[src/rtl/multi_port_bus_arbiter_pkg.sv]
// Shared definitions for the SDRAM bus arbiter family: command encoding,
// arbiter state encoding and the requester index width.
package multi_port_bus_arbiter_pkg;

    localparam int unsigned CMD_NOP     = 0;
    localparam int unsigned MAX_NUM_REQ = 8;
    localparam int unsigned IDX_W       = $clog2(MAX_NUM_REQ);

    typedef enum logic [1:0] {
        IDLE,
        OWN,
        GAP
    } arb_state_t;

endpackage

[src/rtl/multi_port_bus_arbiter_if.sv]
// Request/grant and SDRAM command/data bundle between the bus masters,
// the arbiter and sdram_ctrl.
interface multi_port_bus_arbiter_if #(
    parameter int unsigned NUM_REQ = 4,
    parameter int unsigned ADDR_W  = 24,
    parameter int unsigned DATA_W  = 32,
    parameter int unsigned CMD_W   = 3
);
    logic                      arb_mode;
    logic [NUM_REQ-1:0]        bus_request;
    logic [NUM_REQ*ADDR_W-1:0] req_addr;
    logic [NUM_REQ*CMD_W-1:0]  req_cmd;
    logic [NUM_REQ*DATA_W-1:0] req_dataout;
    logic [DATA_W-1:0]         sdram_dataout;
    logic                      cmdack;

    logic [NUM_REQ-1:0]        bus_grant;
    logic                      grant_valid;
    logic [ADDR_W-1:0]         sdram_addr;
    logic [CMD_W-1:0]          sdram_cmd;
    logic [DATA_W-1:0]         sdram_datain;
    logic [DATA_W-1:0]         req_datain;
    logic                      hold_expired;

    modport master (
        output arb_mode, bus_request, req_addr, req_cmd, req_dataout,
               sdram_dataout, cmdack,
        input  bus_grant, grant_valid, sdram_addr, sdram_cmd, sdram_datain,
               req_datain, hold_expired
    );

    modport slave (
        input  arb_mode, bus_request, req_addr, req_cmd, req_dataout,
               sdram_dataout, cmdack,
        output bus_grant, grant_valid, sdram_addr, sdram_cmd, sdram_datain,
               req_datain, hold_expired
    );

endinterface

[src/rtl/multi_port_bus_arbiter_arb_pick.sv]
// Combinational winner picker: lowest index in fixed mode, otherwise the
// first request found searching upward from i_rr_ptr+1 with wrap.
module arb_pick
    import multi_port_bus_arbiter_pkg::*;
#(
    parameter int unsigned NUM_REQ = 4
) (
    input  logic [NUM_REQ-1:0] i_req,
    input  logic [IDX_W-1:0]   i_rr_ptr,
    input  logic               i_mode,
    output logic [NUM_REQ-1:0] o_grant,
    output logic [IDX_W-1:0]   o_idx,
    output logic               o_valid
);

    logic w_found;

    // Round-robin as two ascending passes (above the pointer, then at or below
    // it) so the wrap only ever visits indices below NUM_REQ.
    always_comb begin
        o_grant = '0;
        o_idx   = '0;
        w_found = 1'b0;
        if (i_mode) begin
            for (int unsigned i = 0; i < NUM_REQ; i++) begin
                if (!w_found && i_req[i] && (i > 32'(i_rr_ptr))) begin
                    o_grant[i] = 1'b1;
                    o_idx      = IDX_W'(i);
                    w_found    = 1'b1;
                end
            end
        end
        for (int unsigned i = 0; i < NUM_REQ; i++) begin
            if (!w_found && i_req[i] && (!i_mode || (i <= 32'(i_rr_ptr)))) begin
                o_grant[i] = 1'b1;
                o_idx      = IDX_W'(i);
                w_found    = 1'b1;
            end
        end
    end

    assign o_valid = |i_req;

endmodule

[src/rtl/multi_port_bus_arbiter.sv]
// NUM_REQ-way SDRAM bus arbiter: fixed-priority or round-robin grant with a
// one-cycle release gap and hold-limit preemption gated by outstanding commands.
module multi_port_bus_arbiter
    import multi_port_bus_arbiter_pkg::*;
#(
    parameter int unsigned NUM_REQ  = 4,
    parameter int unsigned ADDR_W   = 24,
    parameter int unsigned DATA_W   = 32,
    parameter int unsigned CMD_W    = 3,
    parameter int unsigned MAX_HOLD = 16
) (
    input logic                    clk0,
    input logic                    reset,
    multi_port_bus_arbiter_if.slave bus
);

    localparam int unsigned HOLD_W = $clog2(MAX_HOLD + 1);

    arb_state_t         r_state;
    logic [NUM_REQ-1:0] r_grant;
    logic               r_grant_valid;
    logic [HOLD_W-1:0]  r_hold_cnt;
    logic               r_outstanding;
    logic [IDX_W-1:0]   r_rr_ptr;

    logic [NUM_REQ-1:0] w_win;
    logic [IDX_W-1:0]   w_win_idx;
    logic               w_any_req;
    logic               w_release;
    logic               w_others;
    logic               w_preempt;
    logic [ADDR_W-1:0]  w_addr;
    logic [CMD_W-1:0]   w_cmd;
    logic [DATA_W-1:0]  w_wdata;

    arb_pick #(
        .NUM_REQ (NUM_REQ)
    ) u_pick (
        .i_req    (bus.bus_request),
        .i_rr_ptr (r_rr_ptr),
        .i_mode   (bus.arb_mode),
        .o_grant  (w_win),
        .o_idx    (w_win_idx),
        .o_valid  (w_any_req)
    );

    always_comb begin
        w_addr  = '0;
        w_cmd   = '0;
        w_wdata = '0;
        for (int unsigned i = 0; i < NUM_REQ; i++) begin
            if (r_grant[i]) begin
                w_addr  = bus.req_addr[i*ADDR_W +: ADDR_W];
                w_cmd   = bus.req_cmd[i*CMD_W +: CMD_W];
                w_wdata = bus.req_dataout[i*DATA_W +: DATA_W];
            end
        end
    end

    assign w_release = (r_state == OWN) && !(|(bus.bus_request & r_grant));
    assign w_others  = |(bus.bus_request & ~r_grant);
    assign w_preempt = (r_state == OWN) && !w_release && w_others && !r_outstanding &&
                       (r_hold_cnt == HOLD_W'(MAX_HOLD));

    // hold_cnt is loaded with 1 on the granting edge so it equals the owner
    // cycle number; preemption therefore lands on owner cycle MAX_HOLD.
    always_ff @(posedge clk0 or posedge reset) begin
        if (reset) begin
            r_state       <= IDLE;
            r_grant       <= '0;
            r_grant_valid <= 1'b0;
            r_hold_cnt    <= '0;
            r_outstanding <= 1'b0;
            r_rr_ptr      <= IDX_W'(NUM_REQ - 1);
        end else begin
            if (bus.cmdack)
                r_outstanding <= 1'b0;
            else if ((r_state == OWN) && (w_cmd != CMD_W'(CMD_NOP)))
                r_outstanding <= 1'b1;

            case (r_state)
                IDLE, GAP: begin
                    if (w_any_req) begin
                        r_state       <= OWN;
                        r_grant       <= w_win;
                        r_grant_valid <= 1'b1;
                        r_rr_ptr      <= w_win_idx;
                        r_hold_cnt    <= HOLD_W'(1);
                    end else begin
                        r_state       <= IDLE;
                        r_grant       <= '0;
                        r_grant_valid <= 1'b0;
                        r_hold_cnt    <= '0;
                    end
                end
                OWN: begin
                    if (w_release || w_preempt) begin
                        r_state       <= GAP;
                        r_grant       <= '0;
                        r_grant_valid <= 1'b0;
                        r_hold_cnt    <= '0;
                    end else if (r_hold_cnt != HOLD_W'(MAX_HOLD)) begin
                        r_hold_cnt <= r_hold_cnt + HOLD_W'(1);
                    end
                end
                default: begin
                    r_state       <= IDLE;
                    r_grant       <= '0;
                    r_grant_valid <= 1'b0;
                    r_hold_cnt    <= '0;
                end
            endcase
        end
    end

    assign bus.bus_grant    = r_grant;
    assign bus.grant_valid  = r_grant_valid;
    assign bus.hold_expired = w_preempt;
    assign bus.sdram_addr   = w_addr;
    assign bus.sdram_cmd    = w_cmd;
    assign bus.sdram_datain = w_wdata;
    assign bus.req_datain   = bus.sdram_dataout;

endmodule

[src/flat_wrapper.sv]
// flat-port wrapper written by rule: the top's interface ports become plain ports
module multi_port_bus_arbiter_flat import multi_port_bus_arbiter_pkg::*;
#(
    parameter int unsigned NUM_REQ  = 4,
    parameter int unsigned ADDR_W   = 24,
    parameter int unsigned DATA_W   = 32,
    parameter int unsigned CMD_W    = 3,
    parameter int unsigned MAX_HOLD = 16
)
  (clk0, reset, bus_arb_mode, bus_bus_request, bus_req_addr, bus_req_cmd, bus_req_dataout, bus_sdram_dataout, bus_cmdack, bus_bus_grant, bus_grant_valid, bus_sdram_addr, bus_sdram_cmd, bus_sdram_datain, bus_req_datain, bus_hold_expired);
  multi_port_bus_arbiter_if #(.NUM_REQ(NUM_REQ), .ADDR_W(ADDR_W), .DATA_W(DATA_W), .CMD_W(CMD_W)) bus_i ();
  input logic clk0;
  input logic reset;
  input wire logic [$bits(bus_i.arb_mode)-1:0] bus_arb_mode;
  input wire logic [$bits(bus_i.bus_request)-1:0] bus_bus_request;
  input wire logic [$bits(bus_i.req_addr)-1:0] bus_req_addr;
  input wire logic [$bits(bus_i.req_cmd)-1:0] bus_req_cmd;
  input wire logic [$bits(bus_i.req_dataout)-1:0] bus_req_dataout;
  input wire logic [$bits(bus_i.sdram_dataout)-1:0] bus_sdram_dataout;
  input wire logic [$bits(bus_i.cmdack)-1:0] bus_cmdack;
  output wire logic [$bits(bus_i.bus_grant)-1:0] bus_bus_grant;
  output wire logic [$bits(bus_i.grant_valid)-1:0] bus_grant_valid;
  output wire logic [$bits(bus_i.sdram_addr)-1:0] bus_sdram_addr;
  output wire logic [$bits(bus_i.sdram_cmd)-1:0] bus_sdram_cmd;
  output wire logic [$bits(bus_i.sdram_datain)-1:0] bus_sdram_datain;
  output wire logic [$bits(bus_i.req_datain)-1:0] bus_req_datain;
  output wire logic [$bits(bus_i.hold_expired)-1:0] bus_hold_expired;
  assign bus_i.arb_mode = bus_arb_mode;
  assign bus_i.bus_request = bus_bus_request;
  assign bus_i.req_addr = bus_req_addr;
  assign bus_i.req_cmd = bus_req_cmd;
  assign bus_i.req_dataout = bus_req_dataout;
  assign bus_i.sdram_dataout = bus_sdram_dataout;
  assign bus_i.cmdack = bus_cmdack;
  assign bus_bus_grant = bus_i.bus_grant;
  assign bus_grant_valid = bus_i.grant_valid;
  assign bus_sdram_addr = bus_i.sdram_addr;
  assign bus_sdram_cmd = bus_i.sdram_cmd;
  assign bus_sdram_datain = bus_i.sdram_datain;
  assign bus_req_datain = bus_i.req_datain;
  assign bus_hold_expired = bus_i.hold_expired;
  multi_port_bus_arbiter #(.NUM_REQ(NUM_REQ), .ADDR_W(ADDR_W), .DATA_W(DATA_W), .CMD_W(CMD_W), .MAX_HOLD(MAX_HOLD)) u_core (.clk0(clk0), .reset(reset), .bus(bus_i));
endmodule
[config.mk]
export PLATFORM = sky130hd
export DESIGN_NAME = multi_port_bus_arbiter_flat
export DESIGN_NICKNAME = d
export VERILOG_FILES = /design/src/rtl/multi_port_bus_arbiter_pkg.sv /design/src/rtl/multi_port_bus_arbiter_if.sv /design/src/rtl/multi_port_bus_arbiter_arb_pick.sv /design/src/rtl/multi_port_bus_arbiter.sv /design/src/flat_wrapper.sv
export SDC_FILE = /design/constraint.sdc
export NUM_CORES = 1
export LEC_CHECK = 0
export BUFFER_PORTS_ARGS = -buffer_cell sky130_fd_sc_hd__buf_2
export CAP_MARGIN = 20
export CORE_AREA = 2 2 144 146
export CTS_BUF_LIST = sky130_fd_sc_hd__clkbuf_2 sky130_fd_sc_hd__clkbuf_4 sky130_fd_sc_hd__clkbuf_8
export DETAILED_ROUTE_END_ITERATION = 12
export DIE_AREA = 0 0 146 148
export SETUP_SLACK_MARGIN = 0.05
export SLEW_MARGIN = 10
export SYNTH_ARGS = -nofsm -noshare
export SYNTH_HDL_FRONTEND = slang
export SYNTH_HIERARCHICAL = 1
export SYNTH_SLANG_ARGS = --single-unit
[constraint.sdc]
create_clock -name clk0 -period 3.8 [get_ports clk0]
set_clock_uncertainty 0.2 [all_clocks]
set_input_delay 0.76 -clock clk0 [delete_from_list [all_inputs] [get_ports clk0]]
set_output_delay 0.76 -clock clk0 [all_outputs]
set_load 0.02 [all_outputs]
==> flow_metrics.tcl, run 1 <==
set metrics [dict create \
    power_density_mw_per_mm2 562 \
    setup_slack_ns 0.661 \
    async_flop_share_pct 100 \
    grt_pass1_vias 3729 \
    multiInputGateArea_mm2 0.00207 \
    synth.most_common_cell "nor2b_1" \
    area_growth_pct 54.3 \
    post_cts_buffers 0 \
    cts.sinks 15 \
    dp.cells 908 \
    hold_viol 0 \
    rsz0062_at_grt "no" \
    grtUsageTotal_pct 12.0 \
    synth_area_mm2 0.00290 \
    ant_nets 0 \
    dpl_cell_area_mm2 0.00442 \
    vias_per_cell 4.46 \
    place_ws_ns 0.921 \
    yosys_warnings 6 \
    cts_tree "done" \
    clk_pin_slew_ns 0.06 \
    clkPwrFrac_pct 5.4 \
    r2r_slack_ns 1.31 \
    dieWidth_um 146 \
    status "complete, no violations" \
    worst-setup-path-type "reg -> out" \
    clockRootBuffer "clkbuf_8" \
    leakage_nw 2.10 \
    fin_crit_sh_pct 82.6 \
    dp_hpwl_um 11800 \
    grt-ovfl-total 0 \
    ys_top_cells_by_area "a221oi_1, o31ai_1, nor2b_1" \
    grt_max_degree 106 \
    pwr-share-comb_pct 79.5 \
    synth-seq-area-share_pct 13.0 \
    coreArea_mm2 0.0200 \
    num_vias 4065 \
    synth.distinct_cells 47 \
    worstSetupStartpointType "register" \
    p_int_mw 1.07 \
    grt_use_met2_pct 20.4 \
    setup_violations 0 \
    cts_buffers 3 \
    ys_ff_latch 15 \
    layout.cells.non_filler 912 \
    cts_resized 0 \
    final_util_pct 22.3 \
    use_met3_pct 3.09 \
    drive_gt1_share_pct 52.3 \
    syn_nets 673 \
    synthCells 395 \
    io_pins 373 \
    synth_enable_flop_cells 0 \
    grt_first_pass_wirelength_um 20900 \
    p_switching_mw 1.44 \
    max-slew-margin-rel_pct 33.7 \
    seq_power_share_pct 15.1 \
    rows 52 \
    synthFlopType "dfrtp_1" \
    wl_per_cell_um 16.3 \
    fin_nets 921 \
    fmax_mhz 319 \
    use_met1_pct 15.7 \
    required_ns 2.84 \
    design_area_mm2 0.00447 \
    slew_viol_final 0 \
    hp-class "reg -> reg" \
    hold_buffers 0 \
    dieHeight_um 148 \
    final.min_clock_period_ns 3.14 \
    fin_setup_tns_ns 0 \
    fillers 2276 \
    busiest_layer "met2" \
    cap_violations 0 \
    start_util_pct 14.5 \
    ys_top_cells_by_count "nor2b_1, nand2_1, a221oi_1, o31ai_1, buf_4" \
    ir_drop_uv 297 \
    synth_top_area_share_pct 16.9 \
    drt_first_iter_violations 250 \
    drc 0 \
    io_buffers 308 \
    arrival_ns 2.18 \
    n_antenna_cell 0 \
    swShare_pct 57.4 \
    regArea_um2 387 \
    dieArea_mm2 0.0216 \
    clockBufferDepth 2 \
    htreeDepth 1 \
    worst_pin_slew_ns 0.994 \
    firstDrtPassIters 5 \
    wirelength_um 14900 \
    endpoint_kind "primary output" \
    antenna_found_initial 0 \
    clock_latency_ns 0.24 \
    crit_fanout 105 \
    gp_congestion 0.837 \
    synth.largest_area_cell "a221oi_1" \
    avgSynthCellArea_um2 7.34 \
]
[registers in the layout (all words and copies together), names as in the netlist]
| name | flops |
|---|---|
| u_core/r_outstanding | 1 |
| u_core/r_rr_ptr | 3 |
| u_core/r_hold_cnt | 5 |
| u_core/r_state | 2 |
| u_core/bus.bus_grant | 4 |
[worst paths after layout]
kind	start	to	cells past startpoint
min in group asynchronous	reset	u_core/r_rr_ptr[2]$_DFFE_PP0P_	2
worst max-delay path	u_core/bus.bus_grant[2]$_DFFE_PP0P_	bus_sdram_cmd[2]	5
worst max register to register	u_core/bus.bus_grant[2]$_DFFE_PP0P_	u_core/r_outstanding$_DFFE_PP0P_	5
worst min register to register	u_core/r_rr_ptr[2]$_DFFE_PP0P_	u_core/r_rr_ptr[2]$_DFFE_PP0P_	1
max in group asynchronous	reset	u_core/bus.bus_grant[2]$_DFFE_PP0P_	2
worst min-delay path	u_core/r_rr_ptr[2]$_DFFE_PP0P_	u_core/r_rr_ptr[2]$_DFFE_PP0P_	1
[critical path, stage by stage, from the launching register on]
cell and delay, ns:
dfrtp_4 1.02, buf_4 0.29, nand2b_1 0.11, o22ai_1 0.15
a21oi_1 0.08, buf_2 0.18
[stage by stage]
step	hold slack, ns	power, mW
CTS	0.344	2.53
floorplan	0.297	1.68
finish	0.338	2.51
detailed placement	0.328	2.38
global placement	0.317	2.37
global route	0.369	2.69
[cells in the final DEF, fill, tap and decap left out, types with 3 or more instances in the layout]
master    count
o31ai_1      56
o22ai_1       3
a221oi_1     56
nor2b_1      63
a22oi_1       3
dfrtp_1      10
a21oi_1       5
xnor2_1       3
nand2_1      59
clkbuf_8      3
buf_4         7
nand2b_1      3
inv_1         3
a22o_1        6
nand3_1       3
buf_2       308
nor2_1       10
mux2_1        3
[final cells by class]
class / instances / area share (%)
Inverter: 4 / 0.336
Sequential cell: 15 / 8.65
Multi-Input combinational cell: 303 / 46.3
Clock buffer: 4 / 1.09
Tap cell: 270 / 7.56
Timing Repair Buffer: 316 / 36.1
[power groups by stage]
stage	logic (mW)	clock network [mW]	registers, mW
floorplan	1.41	0	0.274
global placement	1.99	0	0.382
detailed placement	2.00	0	0.381
CTS	2.01	0.139	0.379
global route	2.15	0.147	0.397
finish	2.00	0.135	0.379
[per-layer routing]
layer,part of all wire [%],wire (um)
met2,47,7070
met3,9.2,1360
met1,43,6340
met5,0,0
met4,0.77,115
[logic make-up (layout without fill, tap and decap cells)]
kind of cell / after synthesis / in the layout / synth area share [%]
buf+inv: 77 / 324 / 15.8
fa+ha+maj: 2 / 2 / 0.863
mux: 4 / 4 / 1.51
xor+xnor: 3 / 3 / 0.907
flops: 15 / 15 / 13.0
other cells: 1 / 1 / 0.129
simple gates: 150 / 150 / 27.1
compound gates: 143 / 143 / 40.7
(Power assumes the default switching activity.)
==> run 2: changes to the inputs <==
- clock period: 3.8 -> 3.3 ns (I/O delays scaled with it)
==> run 2 against run 1 <==
Against the previous run: global-route usage rose by 0.14 points; clock power rose by 19%; total power rose by 16%; combinational power rose by 19%; sequential share of layout area fell by 0.077 points; first-iteration DRC count fell by 7.2%; wire length fell by 2.6%; critical path type unchanged; worst setup slack got worse by 0.37 ns; non-clock buffer count rose by 2.
==> flow_metrics.tcl, run 2 (synthesis gave the netlist of run 1 again) <==
set metrics [dict create \
    max-slew-margin-rel_pct 38.1 \
    worst-setup-path-type "reg -> out" \
    cts_tree "done" \
    io_pins 373 \
    cts_resized 0 \
    leakage_nw 2.12 \
    use_met1_pct 16.1 \
    n_antenna_cell 0 \
    dieWidth_um 146 \
    crit_chain "a221oi_1 > o31ai_1 > buf_2" \
    place_ws_ns 0.576 \
    wl_per_cell_um 15.9 \
    fin_setup_tns_ns 0 \
    holdWs_ns 0.281 \
    worst_pin_slew_ns 0.928 \
    slowest_stage "dfrtp_4" \
    drive_gt1_share_pct 52.5 \
    grtUsageTotal_pct 12.1 \
    dp.cells 910 \
    post_cts_buffers 0 \
    crit_fanout 99 \
    slew_viol_final 0 \
    r2r_end "u_core/r_hold_cnt[0]$_DFFE_PP0P_" \
    ant_nets 0 \
    use_met3_pct 2.96 \
    arrival_ns 2.15 \
    r2r_start "u_core/bus.bus_grant[2]$_DFFE_PP0P_" \
    start_util_pct 14.5 \
    dieArea_mm2 0.0216 \
    htreeDepth 1 \
    io_buffers 308 \
    gp_congestion 0.808 \
    fin_nets 923 \
    hold_buffers 0 \
    path_delay_family "flip-flops" \
    endpoint_kind "primary output" \
    power_mw 2.93 \
    clock_latency_ns 0.25 \
    hold_viol 0 \
    final_cell_mix "buf_2, nor2b_1, nand2_1" \
    dieHeight_um 148 \
    busiest_layer "met2" \
    wirelength_um 14500 \
    dp_hpwl_um 11600 \
    clockBufferDepth 2 \
    fin_crit_sh_pct 91.1 \
    setup_slack_ns 0.293 \
    num_vias 4056 \
    fillers 2305 \
    r2r_cells 4 \
    grt_first_pass_wirelength_um 21200 \
    rsz0062_at_grt "no" \
    regArea_um2 387 \
    rows 52 \
    area_growth_pct 55.7 \
    clk_pin_slew_ns 0.07 \
    coreArea_mm2 0.0200 \
    clockRootBuffer "clkbuf_8" \
    grt_pass1_vias 3779 \
    firstDrtPassIters 5 \
    final_common_cell "buf_2" \
    final.min_clock_period_ns 3.01 \
    largest_register "u_core/r_hold_cnt" \
    cap_violations 0 \
    r2r_slack_ns 0.96 \
    worstSetupStartpointType "register" \
    grt-ovfl-total 0 \
    drc 0 \
    hp-class "in -> async" \
    fmax_mhz 333 \
    required_ns 2.44 \
    multiInputGateArea_mm2 0.00207 \
    largest_reg_flops 5 \
    grt_use_met2_pct 20.1 \
    vias_per_cell 4.44 \
    crit_path_max_incr_delay_ns 1.03 \
    drt_first_iter_violations 232 \
    antenna_found_initial 0 \
    cts_buffers 3 \
    power_density_mw_per_mm2 648 \
    setup_violations 0 \
    crit_buf_inv 1 \
    grt_max_degree 100 \
    ir_drop_uv 390 \
    layout.cells.non_filler 914 \
    status "complete, no violations" \
    cts.sinks 15 \
]
-- run 2: changes by cell type in the layout (fill, tap and decap cells not counted) --
cell	before	now
buf_12	1	3
-- run 2: final cells by class --
cell class,instances,share of cell area (%)
clock buffers,4,1.08
repair buffers,318,36.7
inverters,4,0.333
flip-flops and latches,15,8.57
multi-input cells,303,45.9
well taps,270,7.49
-- run 2: worst max path at each step --
stage	startpoint	endpoint	slack, ns	depth (start not counted)
6_report	u_core/bus.bus_grant[2]$_DFFE_PP0P_	bus_sdram_datain[27]	0.29	3
5_1_grt	u_core/bus.bus_grant[2]$_DFFE_PP0P_	bus_sdram_datain[27]	0.11	3
4_1_cts	u_core/bus.bus_grant[2]$_DFFE_PP0P_	bus_sdram_addr[6]	0.29	4
3_5_place_dp	u_core/bus.bus_grant[2]$_DFFE_PP0P_	bus_sdram_datain[27]	0.58	3
3_3_place_gp	u_core/bus.bus_grant[2]$_DFFE_PP0P_	bus_hold_expired	0.59	5
2_1_floorplan	u_core/bus.bus_grant[1]$_DFFE_PP0P_	bus_sdram_addr[0]	0.71	5
-- run 2: worst register-to-register path: stages (launching register included) --
cell and delay (ns):
dfrtp_4 1.03, nor2b_1 0.12, a2111o_1 0.44, a21oi_4 0.29
a311o_1 0.21
-- run 2: metrics by stage --
stage | utilization, % | area [um^2]
final | 22.5 | 4510
after global routing | 22.5 | 4510
after CTS | 22.5 | 4510
after detailed placement | 22.3 | 4460
after global placement | 22.3 | 4460
after floorplan | - | 2900
-- run 2: per-layer routing --
metal / wire length (um) / vias to the layer above
li1: - / 1958
met2: 6800 / 250
met5: 0 / -
met1: 5960 / 1832
met4: 220 / 0
met3: 1510 / 16
-- run 2: report_power, final --
| part | total [mW] | switching (mW) | internal (mW) |
|---|---|---|---|
| Combinational | 2.38 | 1.47 | 0.918 |
| Sequential | 0.380 | 0.127 | 0.253 |
| Clock | 0.161 | 0.0677 | 0.0937 |
| Total | 2.93 | 1.66 | 1.26 |
==> run 3: changes to the inputs <==
- clock period: 3.3 -> 3.6 ns (I/O delays scaled with it)
==> run 3 against run 2 <==
Against the previous run: first-iteration DRC count is 28% higher; die area stayed put; critical path depth is 1 higher; global-route usage is 0.21 points lower; worst setup slack better by 0.27 ns; cell area is 0.61% lower; clock-buffer cell count stayed put; wire length is 0.40% lower; core utilization is 0.14 points lower; sequential share of layout area is 0.053 points higher; cell count is 0.22% lower; register-to-register slack better by 0.36 ns; critical endpoint is now bus_sdram_datain[8].
==> flow_metrics.tcl, run 3 (synthesis gave the netlist of run 1 again) <==
set metrics [dict create \
    worstSetupStartpointType "register" \
    final.min_clock_period_ns 3.04 \
    multiInputGateArea_mm2 0.00207 \
    grt_max_degree 99 \
    ir_drop_uv 330 \
    final_common_cell "buf_2" \
    power_density_mw_per_mm2 590 \
    worst-setup-path-type "reg -> out" \
    grtUsageTotal_pct 11.9 \
    cts_resized 0 \
    antenna_found_initial 0 \
    firstDrtPassIters 4 \
    clockBufferDepth 2 \
    crit_buf_inv 2 \
    final_cell_mix "buf_2, nor2b_1, nand2_1" \
    regArea_um2 387 \
    rows 52 \
    fmax_mhz 329 \
    coreArea_mm2 0.0200 \
    cts_buffers 3 \
    wl_per_cell_um 15.8 \
    worst_pin_slew_ns 0.930 \
    cts_tree "done" \
    drive_gt1_share_pct 52.3 \
    cts.sinks 15 \
    max-slew-margin-rel_pct 38.0 \
    endpoint_kind "primary output" \
    clockRootBuffer "clkbuf_8" \
    fin_nets 921 \
    hp-class "in -> async" \
    holdWs_ns 0.339 \
    io_buffers 308 \
    slew_viol_final 0 \
    post_cts_buffers 0 \
    arrival_ns 2.12 \
    largest_reg_flops 5 \
    slowest_stage "dfrtp_4" \
    status "complete, no violations" \
    cap_violations 0 \
    io_pins 373 \
    dp_hpwl_um 11500 \
    num_vias 3994 \
    crit_chain "buf_4 > a221oi_1 > o31ai_1 > buf_2" \
    power_mw 2.65 \
    ant_nets 0 \
    dieWidth_um 146 \
    fin_crit_sh_pct 84.3 \
    hold_buffers 0 \
    setup_violations 0 \
    clock_latency_ns 0.24 \
    n_antenna_cell 0 \
    wirelength_um 14400 \
    rsz0062_at_grt "no" \
    vias_per_cell 4.38 \
    design_area_mm2 0.00448 \
    drc 0 \
    hold_viol 0 \
    gp_congestion 0.843 \
    start_util_pct 14.5 \
    area_growth_pct 54.7 \
    grt-ovfl-total 0 \
    grt_first_pass_wirelength_um 20900 \
    htreeDepth 1 \
    dieHeight_um 148 \
    drt_first_iter_violations 296 \
    crit_path_max_incr_delay_ns 0.98 \
    leakage_nw 2.10 \
    dpl_cell_area_mm2 0.00443 \
    crit_fanout 98 \
    clk_pin_slew_ns 0.06 \
    fillers 2284 \
    grt_pass1_vias 3732 \
    largest_register "u_core/r_hold_cnt" \
    path_delay_family "flip-flops" \
    fin_setup_tns_ns 0 \
    dieArea_mm2 0.0216 \
    required_ns 2.68 \
    final_util_pct 22.4 \
]
## run 3: cell count changes in the layout (fill, tap and decap cells not counted)
cell,before,now
buf_12,3,2
buf_4,7,6
## run 3: metrics by stage
stage	setup slack, ns	std cells
floorplan	0.948	395
global placement	0.843	908
detailed placement	0.826	908
CTS	0.549	912
global route	0.412	912
finish	0.564	912
## run 3: layout make-up
cell class | instances | share of cell area [%]
repair buffers | 316 | 36.3
flip-flops and latches | 15 | 8.62
inverters | 4 | 0.335
multi-input cells | 303 | 46.1
clock buffers | 4 | 1.09
well taps | 270 | 7.54
## run 3: final timing paths
check / from / endpoint / slack, ns / cells after the start
hold reg to reg: u_core/r_rr_ptr[2]$_DFFE_PP0P_ / u_core/r_rr_ptr[2]$_DFFE_PP0P_ / 0.34 / 1
hold / removal: reset / u_core/r_state[0]$_DFFE_PP0P_ / 0.34 / 2
min in group clk0: u_core/r_rr_ptr[2]$_DFFE_PP0P_ / u_core/r_rr_ptr[2]$_DFFE_PP0P_ / 0.34 / 1
max in group asynchronous: reset / u_core/bus.bus_grant[3]$_DFFE_PP0P_ / 2.40 / 2
setup / recovery: u_core/bus.bus_grant[2]$_DFFE_PP0P_ / bus_sdram_datain[8] / 0.56 / 4
setup reg to reg: u_core/bus.bus_grant[2]$_DFFE_PP0P_ / u_core/r_hold_cnt[0]$_DFFE_PP0P_ / 1.32 / 4
## run 3: where the power goes
part	switching (mW)	internal (mW)
Clock	0.0582	0.0858
Combinational	1.32	0.822
Sequential	0.127	0.232
## run 3: per-layer routing
layer  share of wire [%]  vias to the layer above  global-route usage, %
met1                  41                     1823                   15.6
met2                  48                      217                   20.7
met4               0.035                        0                  0.874
met3                  10                        2                   2.87
met5                   0                        -                      0
li1                    -                     1952                      -
